### src/rtl/frame_pkg.sv
// Shared definitions for the frame block sequencer.
//   BLK     : block edge length in pixels (blocks are BLK x BLK)
//   state_t : sequencer states (IDLE, RUN, DONE)
package frame_pkg;

    localparam int BLK = 8;

    typedef enum logic [1:0] {
        IDLE = 2'd0,
        RUN  = 2'd1,
        DONE = 2'd2
    } state_t;

endpackage

### src/rtl/sw_sync.sv
// Two-flop synchronizer with a registered previous value, giving a
// one-cycle rising-edge indication in the clk_i domain.
// Ports:
//   clk_i   : clock
//   rst_i   : synchronous active-high reset, clears all flops
//   async_i : asynchronous level input
//   rise_o  : 1 for one cycle when the synchronized level goes 0 -> 1
module sw_sync (
    input  logic clk_i,
    input  logic rst_i,
    input  logic async_i,
    output logic rise_o
);

    logic meta_q;
    logic sync_q;
    logic prev_q;

    always_ff @(posedge clk_i) begin
        if (rst_i) begin
            meta_q <= 1'b0;
            sync_q <= 1'b0;
            prev_q <= 1'b0;
        end else begin
            meta_q <= async_i;
            sync_q <= meta_q;
            prev_q <= sync_q;
        end
    end

    // Edge flop cleared by reset: a level still high after reset yields a rise.
    assign rise_o = sync_q & ~prev_q;

endmodule

### src/rtl/frame_block_sequencer.sv
// Frame block sequencer: on a start request, emits every pixel address of
// a FRAME_W x FRAME_H frame in 8x8 block order (block rows, block columns,
// pixel rows, pixel columns) over a valid/ready stream, then pulses done
// and counts the frame.
// Ports:
//   csi_clk, rsi_reset      : clock, synchronous active-high reset
//   coe_c0_SW0, coe_c0_SW1  : async start request / mode select
//   aso_out_*               : address stream (valid, ready, data, sob, eof, mode)
//   coe_busy                : frame in progress (RUN or DONE)
//   coe_frame_done          : one-cycle pulse after the final beat
//   coe_frame_count         : completed frame count, wraps at 16 bits
module frame_block_sequencer
    import frame_pkg::*;
#(
    parameter int FRAME_W = 320,
    parameter int FRAME_H = 240,
    parameter int ADDR_W  = 17
) (
    input  logic              csi_clk,
    input  logic              rsi_reset,
    input  logic              coe_c0_SW0,
    input  logic              coe_c0_SW1,
    output logic              aso_out_valid,
    input  logic              aso_out_ready,
    output logic [ADDR_W-1:0] aso_out_data,
    output logic              aso_out_sob,
    output logic              aso_out_eof,
    output logic              aso_out_mode,
    output logic              coe_busy,
    output logic              coe_frame_done,
    output logic [15:0]       coe_frame_count
);

    localparam int BX_N = FRAME_W / BLK;
    localparam int BY_N = FRAME_H / BLK;
    localparam int BXW  = (BX_N > 1) ? $clog2(BX_N) : 1;
    localparam int BYW  = (BY_N > 1) ? $clog2(BY_N) : 1;
    localparam logic [BXW-1:0]    BX_LAST  = BXW'(BX_N - 1);
    localparam logic [BYW-1:0]    BY_LAST  = BYW'(BY_N - 1);
    localparam logic [ADDR_W-1:0] ROW_STEP = ADDR_W'(FRAME_W);
    localparam logic [ADDR_W-1:0] BLK_STEP = ADDR_W'(BLK);

    logic sw0_rise;
    logic sw1_meta_q, sw1_sync_q;

    state_t            state_q, state_d;
    logic [2:0]        c_q, c_d, r_q, r_d;
    logic [BXW-1:0]    bx_q, bx_d;
    logic [BYW-1:0]    by_q, by_d;
    logic [ADDR_W-1:0] blk_base_q, blk_base_d;
    logic [ADDR_W-1:0] row_base_q, row_base_d;
    logic [ADDR_W-1:0] addr_q, addr_d;
    logic              mode_q, mode_d;
    logic [15:0]       frame_count_q;

    logic last_c, last_r, last_bx, last_by, eof_beat;

    sw_sync u_sw0_sync (
        .clk_i  (csi_clk),
        .rst_i  (rsi_reset),
        .async_i(coe_c0_SW0),
        .rise_o (sw0_rise)
    );

    // Mode select only needs a level, so no edge flop.
    always_ff @(posedge csi_clk) begin
        if (rsi_reset) begin
            sw1_meta_q <= 1'b0;
            sw1_sync_q <= 1'b0;
        end else begin
            sw1_meta_q <= coe_c0_SW1;
            sw1_sync_q <= sw1_meta_q;
        end
    end

    assign last_c   = (c_q == 3'd7);
    assign last_r   = (r_q == 3'd7);
    assign last_bx  = (bx_q == BX_LAST);
    assign last_by  = (by_q == BY_LAST);
    assign eof_beat = last_c & last_r & last_bx & last_by;

    always_ff @(posedge csi_clk) begin
        if (rsi_reset) state_q <= IDLE;
        else           state_q <= state_d;
    end

    // Address is advanced incrementally: blk_base tracks the block origin,
    // row_base the start of the current pixel row within the block.
    always_comb begin
        state_d    = state_q;
        mode_d     = mode_q;
        c_d        = c_q;
        r_d        = r_q;
        bx_d       = bx_q;
        by_d       = by_q;
        blk_base_d = blk_base_q;
        row_base_d = row_base_q;
        addr_d     = addr_q;
        case (state_q)
            IDLE: begin
                if (sw0_rise) begin
                    state_d = RUN;
                    mode_d  = sw1_sync_q;
                end
            end
            RUN: begin
                if (aso_out_ready) begin
                    if (eof_beat) begin
                        state_d    = DONE;
                        c_d        = 3'd0;
                        r_d        = 3'd0;
                        bx_d       = '0;
                        by_d       = '0;
                        blk_base_d = '0;
                        row_base_d = '0;
                        addr_d     = '0;
                    end else if (!last_c) begin
                        c_d    = c_q + 3'd1;
                        addr_d = addr_q + ADDR_W'(1);
                    end else begin
                        c_d = 3'd0;
                        if (!last_r) begin
                            r_d        = r_q + 3'd1;
                            row_base_d = row_base_q + ROW_STEP;
                            addr_d     = row_base_q + ROW_STEP;
                        end else begin
                            r_d = 3'd0;
                            if (!last_bx) begin
                                bx_d       = bx_q + BXW'(1);
                                blk_base_d = blk_base_q + BLK_STEP;
                                row_base_d = blk_base_q + BLK_STEP;
                                addr_d     = blk_base_q + BLK_STEP;
                            end else begin
                                // Last pixel of a block row is the frame pixel
                                // just before the next block row's origin.
                                bx_d       = '0;
                                by_d       = by_q + BYW'(1);
                                blk_base_d = addr_q + ADDR_W'(1);
                                row_base_d = addr_q + ADDR_W'(1);
                                addr_d     = addr_q + ADDR_W'(1);
                            end
                        end
                    end
                end
            end
            DONE:    state_d = IDLE;
            default: state_d = IDLE;
        endcase
    end

    always_ff @(posedge csi_clk) begin
        if (rsi_reset) begin
            mode_q     <= 1'b0;
            c_q        <= 3'd0;
            r_q        <= 3'd0;
            bx_q       <= '0;
            by_q       <= '0;
            blk_base_q <= '0;
            row_base_q <= '0;
            addr_q     <= '0;
        end else begin
            mode_q     <= mode_d;
            c_q        <= c_d;
            r_q        <= r_d;
            bx_q       <= bx_d;
            by_q       <= by_d;
            blk_base_q <= blk_base_d;
            row_base_q <= row_base_d;
            addr_q     <= addr_d;
        end
    end

    always_ff @(posedge csi_clk) begin
        if (rsi_reset)             frame_count_q <= 16'd0;
        else if (state_q == DONE)  frame_count_q <= frame_count_q + 16'd1;
    end

    assign aso_out_valid   = (state_q == RUN);
    assign aso_out_data    = addr_q;
    assign aso_out_sob     = (state_q == RUN) && (c_q == 3'd0) && (r_q == 3'd0);
    assign aso_out_eof     = (state_q == RUN) && eof_beat;
    assign aso_out_mode    = mode_q;
    assign coe_busy        = (state_q != IDLE);
    assign coe_frame_done  = (state_q == DONE);
    assign coe_frame_count = frame_count_q;

endmodule

### config.mk
export PLATFORM = sky130hd
export DESIGN_NAME = frame_block_sequencer
export DESIGN_NICKNAME = d
export VERILOG_FILES = /design/src/rtl/frame_pkg.sv /design/src/rtl/sw_sync.sv /design/src/rtl/frame_block_sequencer.sv
export SDC_FILE = /design/constraint.sdc
export NUM_CORES = 1
export LEC_CHECK = 0
export CAP_MARGIN = 20
export CORE_MARGIN = 2
export CORE_UTILIZATION = 35
export CTS_CLUSTER_SIZE = 10
export DETAILED_ROUTE_END_ITERATION = 10
export MAX_ROUTING_LAYER = met4
export PLACE_DENSITY_LB_ADDON = 0.3
export SLEW_MARGIN = 30
export SYNTH_ARGS = -nofsm -noshare
export SYNTH_HDL_FRONTEND = slang
export SYNTH_SLANG_ARGS = --single-unit
### constraint.sdc
create_clock -name csi_clk -period 6.9 [get_ports csi_clk]
set_clock_uncertainty 0.15 [all_clocks]
set_input_delay 1.38 -clock csi_clk [delete_from_list [all_inputs] [get_ports csi_clk]]
set_output_delay 1.38 -clock csi_clk [all_outputs]
set_load 0.05 [all_outputs]
== Word level (Yosys, flattened, before mapping) ==
Index checks and enable logic that the tools add are counted.

* Logic and storage cells: 79
* Input bits: 5
* Output and inout bits: 39
* Register bits: 92

* $add $sub $neg: 8
* Mux-type cells: 26
* Reduce and logical (&&, ||, !) cells: 16
* Bitwise logic cells: 5
* Equal/unequal tests: 9

{| class="wikitable"
|+ Operators by type and width
! operator !! number
|-
| 2-to-1 mux 17 bit || 9
|-
| 2-to-1 mux 6 bit || 4
|-
| 2-to-1 mux 5 bit || 4
|-
| adder 17 x 1 -> 17 bit (second input constant) || 1
|-
| adder 17 x 4 -> 17 bit (second input constant) || 1
|-
| adder 17 x 9 -> 17 bit (second input constant) || 1
|-
| adder 16 x 1 -> 16 bit (second input constant) || 1
|-
| 2-to-1 mux 3 bit || 5
|-
| nonzero test 2 bit || 4
|-
| adder 3 x 1 -> 3 bit (second input constant) || 2
|-
| adder 6 x 1 -> 6 bit (second input constant) || 1
|-
| equality test 3 bit (second input constant) || 2
|-
| equality test 6 bit (second input constant) || 1
|-
| zero test 3 bit || 2
|-
| 2-to-1 mux 2 bit || 3
|-
| AND reduction 3 bit || 2
|-
| adder 5 x 1 -> 5 bit (second input constant) || 1
|-
| equality test 5 bit (second input constant) || 1
|-
| AND reduction 5 bit || 1
|-
| AND 1 bit || 4
|-
| != test 2 x 1 -> 1 bit (second input constant) || 2
|-
| case mux 2 bit (2 select lines) || 1
|-
| AND reduction 2 bit || 2
|-
| AND reduction 4 bit || 1
|-
| 6 further kinds || 8
|}

== Depth between registers and ports, before layout ==
Gate-level depths: netlist of run 1.

* Word-level depth: 7
* Gate-level depth with buffers: 10
* Depth with buffers taken out: 8

== Cells and area by module ==
Synthesis of run 1 repeated with hierarchy kept, for this count alone.

* Cell total of the unflattened synthesis: 606
* Area total of the unflattened synthesis: 4,887.2 µm²

{| class="wikitable"
|+ Modules (own cells, without submodules)
! module !! cells each !! sequential area each (µm²) !! times used !! area an instance (µm²)
|-
| frame_block_sequencer || 599 || 1,781.7 || 1 || 4,799.6
|-
| sw_sync || 7 || 60.1 || 1 || 87.6
|}

== Worst setup path before layout of run 1 ==
OpenSTA, ideal clock, no wires.

* Path type: register to output
* Start point: register r_q[1]
* End point: output port aso_out_eof
* Buffers on the path: 2
* Path slack: 3.336 ns
* Stages on the path, launching flop included: 9
* Arrival: 2.034 ns
* Path through: dfxtp_1 -> ha_1 -> ha_1 -> buf_2 -> and4_1 -> and3_1 -> clkbuf_1 -> nand2_1 -> nor2_1

* Cells in the longest elaborated chain, start to end: 5

{| class="wikitable"
|+ RTL lines
! item !! line !! text
|-
| from (decl) || frame_block_sequencer.sv:47 || <nowiki>logic [2:0] c_q, c_d, r_q, r_d;</nowiki>
|-
| from (signal assigned) || frame_block_sequencer.sv:164 || <nowiki>r_q <= r_d;</nowiki>
|-
| equality test 3 bit || frame_block_sequencer.sv:77 || <nowiki>assign last_r = (r_q == 3'd7);</nowiki>
|-
| AND 1 bit (3 in series) || frame_block_sequencer.sv:80 || <nowiki>assign eof_beat = last_c & last_r & last_bx & last_by;</nowiki>
|-
| logical AND 1 bit || frame_block_sequencer.sv:181 || <nowiki>assign aso_out_eof = (state_q == RUN) && eof_beat;</nowiki>
|-
| to (decl) || frame_block_sequencer.sv:27 || <nowiki>output logic aso_out_eof,</nowiki>
|}

No other way between the ends.

== Worst setup path after layout of run 1 ==
* Start point: register c_q[1]
* End point: output port aso_out_eof

* Cells in the longest elaborated chain, start to end: 5

{| class="wikitable"
|+ RTL lines
! item !! line !! text
|-
| from (decl) || frame_block_sequencer.sv:47 ||
|-
| from (signal assigned) || frame_block_sequencer.sv:154 || <nowiki>c_q <= 3'd0;</nowiki>
|-
| from (signal assigned) || frame_block_sequencer.sv:163 || <nowiki>c_q <= c_d;</nowiki>
|-
| equality test 3 bit || frame_block_sequencer.sv:76 || <nowiki>assign last_c = (c_q == 3'd7);</nowiki>
|-
| AND 1 bit (3 in series) || frame_block_sequencer.sv:80 ||
|-
| logical AND 1 bit || frame_block_sequencer.sv:181 ||
|}

No other way between the ends.

==> run_summary.xml, run 1 <==
<?xml version="1.0" encoding="UTF-8"?>
<metrics>
  <group name="route">
    <metric name="maxUsedRoutingLayer" unit="">met4</metric>
    <metric name="met3_wirelength" unit="µm">728</metric>
    <metric name="wirelength_met1" unit="mm">6.04</metric>
    <metric name="drtIter0Drc" unit="">331</metric>
    <metric name="detail-route-antenna-nets" unit="">0</metric>
    <metric name="wl_met2" unit="mm">6.14</metric>
    <metric name="first_pass_iters" unit="">5</metric>
    <metric name="route.detailed.drc" unit="">0</metric>
    <metric name="route.detailed.wl_per_inst" unit="µm">16.4</metric>
    <metric name="detailroute.via_count" unit="">4456</metric>
    <metric name="post_dr_vias_cell" unit="">5.56</metric>
    <metric name="wirelength" unit="mm">13.2</metric>
  </group>
  <group name="global_route">
    <metric name="grt_overflow_total" unit="">0</metric>
    <metric name="grt_start_max_net_pins" unit="">58</metric>
    <metric name="grt_first_pass_wirelength" unit="mm">20.9</metric>
    <metric name="antenna_found_initial" unit="">0</metric>
    <metric name="grt_util_all_layers" unit="%">18.6</metric>
    <metric name="grt_pass1_vias" unit="">4050</metric>
  </group>
  <group name="floorplan">
    <metric name="fp.dieW" unit="µm">121</metric>
    <metric name="die_area" unit="mm²">0.0147</metric>
    <metric name="initial_utilization" unit="%">36.0</metric>
    <metric name="pin_count" unit="">44</metric>
    <metric name="floorplan.die.height" unit="µm">121</metric>
    <metric name="core.rowCount" unit="">42</metric>
    <metric name="core_region_area" unit="mm²">0.0133</metric>
  </group>
  <group name="yosys">
    <metric name="synth_fp_nets" unit="">616</metric>
    <metric name="synth_ff_type" unit="">sky130_fd_sc_hd__dfxtp_1</metric>
    <metric name="seq_area_frac_synth" unit="%">38.3</metric>
    <metric name="syn_area" unit="mm²">0.00481</metric>
    <metric name="synth.distinct_cells" unit="">57</metric>
    <metric name="synthCells" unit="">598</metric>
    <metric name="synth_area_per_cell" unit="µm²">8.04</metric>
    <metric name="synth_async_sr_flop_share" unit="%">0</metric>
    <metric name="ys_ff_latch" unit="">92</metric>
    <metric name="number_of_synthesis_warnings" unit="">0</metric>
    <metric name="synth-edff-count" unit="">0</metric>
  </group>
  <group name="timing">
    <metric name="max_freq" unit="MHz">205</metric>
    <metric name="unrepaired_setup_endpoints_after_global_routing" unit="">false</metric>
    <metric name="min_tclk_post_route" unit="ns">4.87</metric>
    <metric name="timing_hold_violations_final" unit="">0</metric>
    <metric name="worst_slew_pin_slew" unit="ns">0.906</metric>
    <metric name="timing.final.crit_share" unit="%">70.6</metric>
    <metric name="setup_total_negative_slack" unit="ns">0</metric>
    <metric name="setup-violations-final" unit="">0</metric>
    <metric name="final-max-slew-violation-count" unit="">0</metric>
    <metric name="worst_slew_margin_rel" unit="%">39.4</metric>
  </group>
  <group name="layout">
    <metric name="commonest_non_fill_non_tap_cell_in_the_layout" unit="">sky130_fd_sc_hd__dfxtp_1</metric>
    <metric name="num_antenna_cells" unit="">0</metric>
    <metric name="areaGrowthSynthToFinish" unit="%">16.9</metric>
    <metric name="final_cell_area" unit="mm²">0.00562</metric>
    <metric name="post_route_cells_drive_above_1_share" unit="%">5.12</metric>
    <metric name="final-instance-count-excl-fill" unit="">801</metric>
    <metric name="layout.cells.most_common_list" unit="">92 x sky130_fd_sc_hd__dfxtp_1, 70 x sky130_fd_sc_hd__nor2_1, 68 x sky130_fd_sc_hd__nand2_1</metric>
    <metric name="nNetsFinal" unit="">638</metric>
  </group>
  <group name="clocking">
    <metric name="ctsHtreeMaxLevel" unit="">3</metric>
    <metric name="clkSlewWorstSetupHoldPaths" unit="ns">0.07</metric>
    <metric name="clock_tree_from_tritoncts" unit="">built</metric>
    <metric name="ctsResizeCount" unit="">0</metric>
    <metric name="ctsRootBufferMaster" unit="">sky130_fd_sc_hd__clkbuf_16</metric>
    <metric name="cts_made_buffers" unit="">9</metric>
    <metric name="clk-insertion-delay-late" unit="ns">0.36</metric>
    <metric name="clkSinkCount" unit="">92</metric>
    <metric name="cts_post_setup_buffers_inserted" unit="">0</metric>
    <metric name="clock_path_buffers" unit="">2</metric>
    <metric name="holdBufCountCts" unit="">0</metric>
  </group>
  <group name="placed_design">
    <metric name="numPlacedInstances" unit="">785</metric>
    <metric name="dp_hpwl" unit="mm">9.24</metric>
    <metric name="placedInstanceArea" unit="mm²">0.00532</metric>
    <metric name="gp_routability_congestion" unit="">0.917</metric>
    <metric name="portBuffers" unit="">43</metric>
  </group>
  <group name="worst_setup_path">
    <metric name="worst-path-max-fanout" unit="">22</metric>
    <metric name="rr_worst_depth" unit="">7</metric>
    <metric name="r2r_setup_slack" unit="ns">3.05</metric>
    <metric name="timing.rr.start" unit="">c_q[1]</metric>
    <metric name="timing.rr.end" unit="">aso_out_data[13]</metric>
    <metric name="max_stage_delay" unit="ns">0.81</metric>
    <metric name="critical_path.endpoint_type" unit="">output port</metric>
    <metric name="cpMostUsedCell" unit="">sky130_fd_sc_hd__ha_1</metric>
    <metric name="worst_ep_required_time" unit="ns">5.37</metric>
    <metric name="critPathLaunchType" unit="">flop</metric>
    <metric name="critical-path-slowest-cell" unit="">sky130_fd_sc_hd__clkdlybuf4s50_1</metric>
    <metric name="cp.arrival" unit="ns">3.34</metric>
    <metric name="timing.critical_path.cells" unit="">ha_1 -&gt; ha_1 -&gt; and4_1 -&gt; and3_1 -&gt; nand2_1 -&gt; nor2_1 -&gt; clkdlybuf4s50_1</metric>
    <metric name="worst-setup-path-type" unit="">flop to output port</metric>
  </group>
  <group name="run_status">
    <metric name="run_status" unit="">complete, no violations</metric>
  </group>
  <group name="power">
    <metric name="power-per-cell-area" unit="mW/mm²">193</metric>
    <metric name="total_leakage_power" unit="nW">1.95</metric>
    <metric name="vdd_ir_drop_max" unit="mV">0.0900</metric>
  </group>
  <group name="worst_hold_path">
    <metric name="min_path_type" unit="">flop to flop</metric>
    <metric name="timing.hold.worst_path_depth" unit="">1</metric>
    <metric name="hold_path_startpoint" unit="">sw1_meta_q</metric>
    <metric name="whs_endpoint" unit="">sw1_sync_q</metric>
  </group>
  <group name="run">
    <metric name="maxCapViolations" unit="">0</metric>
  </group>
</metrics>
-- kinds of logic after synthesis --
group                      Yosys count  synth area share (%)
AOI/OAI and AO/OA                  150                  19.5
xor gates and xnor gates            50                  9.11
adders and majority gates           13                  3.38
buffers and inverters               48                  4.14
DFF                                 92                  38.3
muxes                                3                 0.625
and+or+nand+nor                    242                  24.9
-- flip-flops by register name (all words and copies together) (netlist names), 3 cells and up --
| register | cells |
|---|---|
| aso_out_data | 17 |
| blk_base_q | 17 |
| bx_q | 6 |
| by_q | 5 |
| c_q | 3 |
| coe_frame_count | 16 |
| r_q | 3 |
| row_base_q | 17 |
-- critical path: cells and delay by family, from the launching register on --
| kind | cells | cell delay [ns] |
|---|---|---|
| adders and majority gates | 2 | 0.82 |
| DFF | 1 | 0.36 |
| and+or+nand+nor | 4 | 0.99 |
| buffers and inverters | 1 | 0.81 |
-- per-stage QoR --
| stage | power, mW | hold slack [ns] | util (%) | worst slack (ns) |
|---|---|---|---|---|
| 2_1_floorplan | 0.575 | 0.264 | - | 3.34 |
| 3_3_place_gp | 0.588 | 0.269 | 39.8 | 2.27 |
| 3_5_place_dp | 0.588 | 0.276 | 39.8 | 2.22 |
| 4_1_cts | 1.09 | 0.292 | 42.1 | 2.02 |
| 5_1_grt | 1.12 | 0.305 | 42.1 | 1.90 |
| 6_report | 1.09 | 0.290 | 42.1 | 2.03 |
-- area by class of cell --
class / count / area, µm²
Fill cell: 1392 / 7730
Multi-Input combinational cell: 458 / 2770
Sequential cell: 92 / 1840
Timing Repair Buffer: 44 / 433
Clock buffer: 9 / 225
Tap cell: 176 / 220
Clock inverter: 7 / 73.8
Inverter: 15 / 56.3
-- metal layers --
layer | vias up | GRT usage [%]
met5 | - | -
li1 | 2168 | -
met4 | 0 | 7.40
met2 | 140 | 29.0
met3 | 16 | 2.58
met1 | 2132 | 24.5
-- where the power goes --
part | internal (mW) | switching, mW
registers | 0.534 | 0.00334
logic | 0.0112 | 0.0277
clock network | 0.283 | 0.227
-- synthesized netlist by cell type, drive strengths merged, types with 6 or more instances --
library cell	count	area (µm²)
inv	13	48.8
a31oi	9	56.3
dfxtp	92	1840
o211ai	6	45.0
clkbuf	22	82.6
nand4	17	128
xor2	30	263
nand3	23	120
a22oi	8	60.1
xnor2	20	175
a21oi	59	295
nor2	71	269
nor3	18	95.1
buf	11	60.1
nor4	11	90.1
and3	7	43.8
o21ai	37	189
o21bai	6	45.0
nand2	69	259
ha	13	163
nor2b	7	43.8
-- worst max-delay path by stage --
| stage | start | to | slack [ns] |
|---|---|---|---|
| finish | c_q[1] | aso_out_eof | 2.03 |
| global route | c_q[1] | aso_out_eof | 1.90 |
| CTS | c_q[1] | aso_out_eof | 2.02 |
| detailed placement | aso_out_ready | row_base_q[6] | 2.22 |
| global placement | aso_out_ready | row_base_q[8] | 2.27 |
| floorplan | r_q[1] | aso_out_eof | 3.34 |
No activity file was read; power rests on OpenSTA's default activity.
==> run 2, diff against run 1 <==
clock period = 4.4 ns   (was 6.9 ns; I/O delays follow)
==> run 2 against run 1 <==
Compared with the run above: final cell count up 1.0%; hold slack got worse by 0.0029 ns; sequential cell count did not move; clock power is 51% higher; die area did not move; register-to-register slack worse by 1.8 ns; utilization rose by 0.37 points.
==> run_summary.xml, run 2 (same netlist as run 1, synthesis figures left out) <==
<?xml version="1.0" encoding="UTF-8"?>
<metrics>
  <group name="clocking">
    <metric name="cts_post_setup_buffers_inserted" unit="">0</metric>
    <metric name="holdBufCountCts" unit="">0</metric>
    <metric name="clock_path_buffers" unit="">2</metric>
    <metric name="clkSinkCount" unit="">92</metric>
    <metric name="ctsHtreeMaxLevel" unit="">3</metric>
    <metric name="ctsResizeCount" unit="">0</metric>
    <metric name="cts_made_buffers" unit="">9</metric>
    <metric name="ctsRootBufferMaster" unit="">sky130_fd_sc_hd__clkbuf_16</metric>
    <metric name="clkSlewWorstSetupHoldPaths" unit="ns">0.07</metric>
    <metric name="clock_tree_from_tritoncts" unit="">built</metric>
    <metric name="clk-insertion-delay-late" unit="ns">0.35</metric>
  </group>
  <group name="layout">
    <metric name="areaGrowthSynthToFinish" unit="%">17.9</metric>
    <metric name="final_cell_area" unit="mm²">0.00567</metric>
    <metric name="nNetsFinal" unit="">646</metric>
    <metric name="final_util" unit="%">42.5</metric>
    <metric name="post_route_cells_drive_above_1_share" unit="%">6.16</metric>
    <metric name="num_antenna_cells" unit="">0</metric>
    <metric name="layout.cells.most_common_list" unit="">92 x sky130_fd_sc_hd__dfxtp_1, 70 x sky130_fd_sc_hd__nor2_1, 69 x sky130_fd_sc_hd__nand2_1</metric>
    <metric name="commonest_non_fill_non_tap_cell_in_the_layout" unit="">sky130_fd_sc_hd__dfxtp_1</metric>
  </group>
  <group name="worst_setup_path">
    <metric name="critPathLaunchType" unit="">flop</metric>
    <metric name="cp.arrival" unit="ns">2.96</metric>
    <metric name="critPathLaunch" unit="">r_q[1]</metric>
    <metric name="rr_worst_depth" unit="">8</metric>
    <metric name="worst-path-max-fanout" unit="">9</metric>
    <metric name="worst-setup-path-type" unit="">flop to output port</metric>
    <metric name="timing.rr.end" unit="">row_base_q[8]</metric>
    <metric name="termination_of_the_worst_setup_path" unit="">aso_out_eof</metric>
    <metric name="r2r_setup_slack" unit="ns">1.29</metric>
    <metric name="critical_path.endpoint_type" unit="">output port</metric>
    <metric name="timing.rr.start" unit="">c_q[1]</metric>
    <metric name="worst_ep_required_time" unit="ns">3.37</metric>
  </group>
  <group name="power">
    <metric name="power.internal" unit="mW">1.25</metric>
    <metric name="fraction_of_power_spent_switching_nets" unit="%">25.1</metric>
    <metric name="pwr-share-seq" unit="%">50.3</metric>
    <metric name="p_sw" unit="µW">421</metric>
    <metric name="comb_power_share" unit="%">3.8</metric>
    <metric name="vdd_ir_drop_max" unit="mV">0.230</metric>
    <metric name="power-per-cell-area" unit="mW/mm²">295</metric>
    <metric name="share_clk_of_total_power" unit="%">45.9</metric>
    <metric name="fin_total_pwr" unit="mW">1.67</metric>
    <metric name="total_leakage_power" unit="nW">1.99</metric>
  </group>
  <group name="placed_design">
    <metric name="gp_routability_congestion" unit="">0.877</metric>
    <metric name="placedInstanceArea" unit="mm²">0.00538</metric>
    <metric name="dp_hpwl" unit="mm">9.38</metric>
    <metric name="detailedPlace.worstSlack" unit="ns">0.803</metric>
    <metric name="portBuffers" unit="">43</metric>
  </group>
  <group name="global_route">
    <metric name="grt_util_all_layers" unit="%">18.9</metric>
    <metric name="antenna_found_initial" unit="">0</metric>
    <metric name="grt_start_max_net_pins" unit="">52</metric>
    <metric name="grt_pass1_vias" unit="">4176</metric>
    <metric name="grt_overflow_total" unit="">0</metric>
    <metric name="grt_first_pass_wirelength" unit="mm">21.2</metric>
  </group>
  <group name="route">
    <metric name="route.detailed.drc" unit="">0</metric>
    <metric name="post_dr_vias_cell" unit="">5.57</metric>
    <metric name="detail-route-antenna-nets" unit="">0</metric>
    <metric name="wirelength" unit="mm">13.2</metric>
    <metric name="drtIter0Drc" unit="">424</metric>
    <metric name="detailroute.via_count" unit="">4510</metric>
    <metric name="route.detailed.wl_per_inst" unit="µm">16.3</metric>
    <metric name="first_pass_iters" unit="">5</metric>
  </group>
  <group name="timing">
    <metric name="timing_hold_violations_final" unit="">0</metric>
    <metric name="setup-violations-final" unit="">0</metric>
    <metric name="final-max-slew-violation-count" unit="">0</metric>
    <metric name="timing.final.crit_share" unit="%">90.6</metric>
    <metric name="worst_slew_pin_slew" unit="ns">0.717</metric>
    <metric name="unrepaired_setup_endpoints_after_global_routing" unit="">false</metric>
    <metric name="worst_slew_margin_rel" unit="%">52.0</metric>
    <metric name="setup_total_negative_slack" unit="ns">0</metric>
    <metric name="min_tclk_post_route" unit="ns">3.99</metric>
    <metric name="timing.final.ws_setup" unit="ns">0.415</metric>
    <metric name="max_freq" unit="MHz">251</metric>
  </group>
  <group name="floorplan">
    <metric name="fp.dieW" unit="µm">121</metric>
    <metric name="floorplan.die.height" unit="µm">121</metric>
    <metric name="core_region_area" unit="mm²">0.0133</metric>
    <metric name="core.rowCount" unit="">42</metric>
    <metric name="initial_utilization" unit="%">36.0</metric>
    <metric name="pin_count" unit="">44</metric>
    <metric name="die_area" unit="mm²">0.0147</metric>
  </group>
  <group name="worst_hold_path">
    <metric name="min_path_type" unit="">flop to flop</metric>
  </group>
  <group name="run">
    <metric name="maxCapViolations" unit="">0</metric>
  </group>
  <group name="run_status">
    <metric name="run_status" unit="">complete, no violations</metric>
  </group>
</metrics>
run 2: cell count changes in the layout (fill, tap and decap cells not counted), sizes merged:
cell and delta:
clkinvlp -1, clkinv -1, inv +3, buf +8, bufinv -1
run 2: layer usage:
layer	part of all wire, %	track usage [%]	wire length [µm]
met4	2.9	8.69	388
met5	0	-	0
met2	45	27.8	5960
met3	5.6	3.20	740
met1	46	25.3	6070
run 2: power by group through the flow:
| stage | logic, mW | clock network (mW) | registers, mW |
|---|---|---|---|
| floorplan | 0.0342 | 0 | 0.868 |
| global placement | 0.0623 | 0 | 0.862 |
| detailed placement | 0.0628 | 0 | 0.862 |
| finish | 0.0632 | 0.769 | 0.842 |
| global route | 0.0675 | 0.823 | 0.843 |
| CTS | 0.0629 | 0.786 | 0.842 |
run 2: worst max-delay path, cell delays in order (launching register included):
cell and delay [ns]:
sky130_fd_sc_hd__dfxtp_1 0.35, sky130_fd_sc_hd__ha_1 0.16, sky130_fd_sc_hd__ha_1 0.42, sky130_fd_sc_hd__and4_1 0.28
sky130_fd_sc_hd__and3_1 0.30, sky130_fd_sc_hd__nand2_1 0.16, sky130_fd_sc_hd__nor2_1 0.13, sky130_fd_sc_hd__clkdlybuf4s50_1 0.81
run 2: worst min path at each step:
stage	slack, ns	depth (start not counted)	from	endpoint
2_1_floorplan	0.26	1	sw1_meta_q	sw1_sync_q
3_3_place_gp	0.27	1	sw1_meta_q	sw1_sync_q
3_5_place_dp	0.27	1	u_sw0_sync.meta_q	u_sw0_sync.sync_q
4_1_cts	0.29	1	sw1_meta_q	sw1_sync_q
5_1_grt	0.32	1	sw1_meta_q	sw1_sync_q
6_report	0.29	1	sw1_meta_q	sw1_sync_q
run 2: cell type report:
class	count	area, µm²
clock buffer	9	225
clock inverter	7	63.8
fill	1347	7680
inverter	15	56.3
multi-input combinational	458	2770
sequential	92	1840
tap	176	220
timing repair buffer	52	495
run 2: per-stage QoR:
step | hold WS (ns) | cells
finish | 0.287 | 809
detailed placement | 0.275 | 793
global route | 0.317 | 809
CTS | 0.291 | 809
floorplan | 0.264 | 598
global placement | 0.271 | 793
==> run 3, diff against run 2 <==
clock period = 3.4 ns   (was 4.4 ns; I/O delays follow)
==> run 3 against run 2 <==
Compared with the run above: final cell count increased by 1.2%; largest power group unchanged; wire length increased by 4.1%; sequential power increased by 29%; first-iteration DRC count increased by 8.0%; utilization increased by 0.78 points; non-clock buffer count increased by 10; combinational power increased by 38%; count of clock-buffer cells in the layout increased by 1; die area unchanged; critical path type unchanged.
==> run_summary.xml, run 3 (same netlist as run 1, synthesis figures left out) <==
<?xml version="1.0" encoding="UTF-8"?>
<metrics>
  <group name="power">
    <metric name="total_leakage_power" unit="nW">2.04</metric>
    <metric name="p_sw" unit="µW">543</metric>
    <metric name="vdd_ir_drop_max" unit="mV">0.238</metric>
    <metric name="share_clk_of_total_power" unit="%">46.1</metric>
    <metric name="power-per-cell-area" unit="mW/mm²">378</metric>
    <metric name="comb_power_share" unit="%">4.0</metric>
    <metric name="pwr-share-seq" unit="%">49.9</metric>
    <metric name="fraction_of_power_spent_switching_nets" unit="%">24.8</metric>
    <metric name="power.internal" unit="mW">1.64</metric>
  </group>
  <group name="timing">
    <metric name="final-max-slew-violation-count" unit="">0</metric>
    <metric name="min_tclk_post_route" unit="ns">3.15</metric>
    <metric name="timing_hold_violations_final" unit="">0</metric>
    <metric name="worst_slew_margin_rel" unit="%">57.8</metric>
    <metric name="timing.final.ws_setup" unit="ns">0.252</metric>
    <metric name="max_freq" unit="MHz">318</metric>
    <metric name="setup_total_negative_slack" unit="ns">0</metric>
    <metric name="timing.final.crit_share" unit="%">92.6</metric>
    <metric name="unrepaired_setup_endpoints_after_global_routing" unit="">false</metric>
    <metric name="setup-violations-final" unit="">0</metric>
    <metric name="worst_slew_pin_slew" unit="ns">0.631</metric>
  </group>
  <group name="global_route">
    <metric name="grt_overflow_total" unit="">0</metric>
    <metric name="global_route_met3_usage" unit="%">3.15</metric>
    <metric name="grt_first_pass_wirelength" unit="mm">21.9</metric>
    <metric name="groute.layer.met2.usage" unit="%">28.2</metric>
    <metric name="grt_start_max_net_pins" unit="">32</metric>
    <metric name="antenna_found_initial" unit="">0</metric>
    <metric name="grt_util_all_layers" unit="%">19.8</metric>
    <metric name="top_usage_layer" unit="">met2</metric>
    <metric name="grt_pass1_vias" unit="">4257</metric>
    <metric name="global_route.usage.met1" unit="%">26.3</metric>
  </group>
  <group name="worst_setup_path">
    <metric name="critical_path.endpoint_type" unit="">output port</metric>
    <metric name="path_buf_inv" unit="">1</metric>
    <metric name="r2r_setup_slack" unit="ns">0.72</metric>
    <metric name="critical_path.top_delay_family" unit="">simple AND/OR/NAND/NOR gates</metric>
    <metric name="max_stage_delay" unit="ns">0.37</metric>
    <metric name="timing.critical_path.cells" unit="">ha_1 -&gt; ha_2 -&gt; and4_1 -&gt; and3_1 -&gt; nand2_1 -&gt; nor2_1 -&gt; buf_12</metric>
    <metric name="cp.arrival" unit="ns">2.32</metric>
    <metric name="critPathLaunchType" unit="">flop</metric>
    <metric name="worst-path-max-fanout" unit="">9</metric>
    <metric name="worst_ep_required_time" unit="ns">2.57</metric>
    <metric name="critical-path-slowest-cell" unit="">sky130_fd_sc_hd__dfxtp_1</metric>
    <metric name="worst-setup-path-type" unit="">flop to output port</metric>
  </group>
  <group name="route">
    <metric name="first_pass_iters" unit="">5</metric>
    <metric name="detailroute.via_count" unit="">4615</metric>
    <metric name="post_dr_vias_cell" unit="">5.63</metric>
    <metric name="detail-route-antenna-nets" unit="">0</metric>
    <metric name="route.detailed.drc" unit="">0</metric>
    <metric name="drtIter0Drc" unit="">458</metric>
    <metric name="route.detailed.wl_per_inst" unit="µm">16.7</metric>
    <metric name="wirelength" unit="mm">13.7</metric>
  </group>
  <group name="layout">
    <metric name="layout.cells.most_common_list" unit="">92 x sky130_fd_sc_hd__dfxtp_1, 70 x sky130_fd_sc_hd__nor2_1, 69 x sky130_fd_sc_hd__nand2_1</metric>
    <metric name="post_route_cells_drive_above_1_share" unit="%">7.93</metric>
    <metric name="final_cell_area" unit="mm²">0.00577</metric>
    <metric name="final_util" unit="%">43.3</metric>
    <metric name="commonest_non_fill_non_tap_cell_in_the_layout" unit="">sky130_fd_sc_hd__dfxtp_1</metric>
    <metric name="final-instance-count-excl-fill" unit="">819</metric>
    <metric name="nNetsFinal" unit="">656</metric>
    <metric name="areaGrowthSynthToFinish" unit="%">20.1</metric>
    <metric name="fillerInstances" unit="">1333</metric>
    <metric name="num_antenna_cells" unit="">0</metric>
  </group>
  <group name="floorplan">
    <metric name="floorplan.die.height" unit="µm">121</metric>
    <metric name="die_area" unit="mm²">0.0147</metric>
    <metric name="core.rowCount" unit="">42</metric>
    <metric name="initial_utilization" unit="%">36.0</metric>
    <metric name="fp.dieW" unit="µm">121</metric>
    <metric name="core_region_area" unit="mm²">0.0133</metric>
    <metric name="pin_count" unit="">44</metric>
  </group>
  <group name="run_status">
    <metric name="run_status" unit="">complete, no violations</metric>
  </group>
  <group name="clocking">
    <metric name="clock_path_buffers" unit="">2</metric>
    <metric name="cts_made_buffers" unit="">9</metric>
    <metric name="ctsRootBufferMaster" unit="">sky130_fd_sc_hd__clkbuf_16</metric>
    <metric name="ctsHtreeMaxLevel" unit="">3</metric>
    <metric name="clk-insertion-delay-late" unit="ns">0.36</metric>
    <metric name="clock_tree_from_tritoncts" unit="">built</metric>
    <metric name="clkSlewWorstSetupHoldPaths" unit="ns">0.07</metric>
    <metric name="holdBufCountCts" unit="">0</metric>
    <metric name="clkSinkCount" unit="">92</metric>
  </group>
  <group name="placed_design">
    <metric name="portBuffers" unit="">43</metric>
    <metric name="placedInstanceArea" unit="mm²">0.00548</metric>
    <metric name="detailedPlace.worstSlack" unit="ns">0.510</metric>
    <metric name="gp_routability_congestion" unit="">0.874</metric>
    <metric name="dp_hpwl" unit="mm">9.76</metric>
    <metric name="numPlacedInstances" unit="">803</metric>
  </group>
  <group name="run">
    <metric name="maxCapViolations" unit="">0</metric>
  </group>
  <group name="worst_hold_path">
    <metric name="min_path_type" unit="">flop to flop</metric>
  </group>
</metrics>
## run 3: routing by layer
layer | routed length (µm) | share of wire (%)
met1 | 6200 | 45
met3 | 811 | 5.9
met4 | 622 | 4.5
met2 | 6070 | 44
met5 | 0 | 0
## run 3: worst paths after layout
kind | endpoint | startpoint | cells after the start
setup / recovery | aso_out_eof | r_q[1] | 7
hold / removal | u_sw0_sync.sync_q | u_sw0_sync.meta_q | 1
setup reg to reg | row_base_q[14] | aso_out_data[0] | 6
hold reg to reg | u_sw0_sync.sync_q | u_sw0_sync.meta_q | 1
## run 3: power groups by stage
stage	clock network (mW)	logic, mW	registers [mW]
finish	1.01	0.0871	1.09
global route	1.08	0.0933	1.09
CTS	1.03	0.0867	1.09
detailed placement	0	0.0862	1.11
global placement	0	0.0859	1.11
floorplan	0	0.0443	1.12
## run 3: worst reg2reg max path: cells and delay by family, from the launching register on
kind | cells | cell delay [ns]
simple gates | 2 | 0.80
compound gates | 2 | 0.68
flops | 1 | 0.44
fa+ha+maj | 1 | 0.33
xor+xnor | 1 | 0.21
## run 3: stage by stage
| step | hold WS [ns] | power, mW |
|---|---|---|
| floorplan | 0.264 | 1.17 |
| global placement | 0.267 | 1.20 |
| detailed placement | 0.276 | 1.20 |
| CTS | 0.294 | 2.21 |
| global route | 0.314 | 2.26 |
| finish | 0.289 | 2.18 |
## run 3: timing repair
action	CTS	global route
setup endpoints to repair	0	1
setup buffers	0	0
gates resized for setup	0	1
## run 3: area by class of cell
class                           instances  area (µm²)  area share (%)
Sequential cell                        92        1840            31.9
Tap cell                              176         220            3.81
Inverter                               15        56.3           0.975
Clock inverter                          6        56.3           0.975
Clock buffer                           10         239            4.14
Timing Repair Buffer                   62         591            10.2
Multi-Input combinational cell        458        2770            48.0
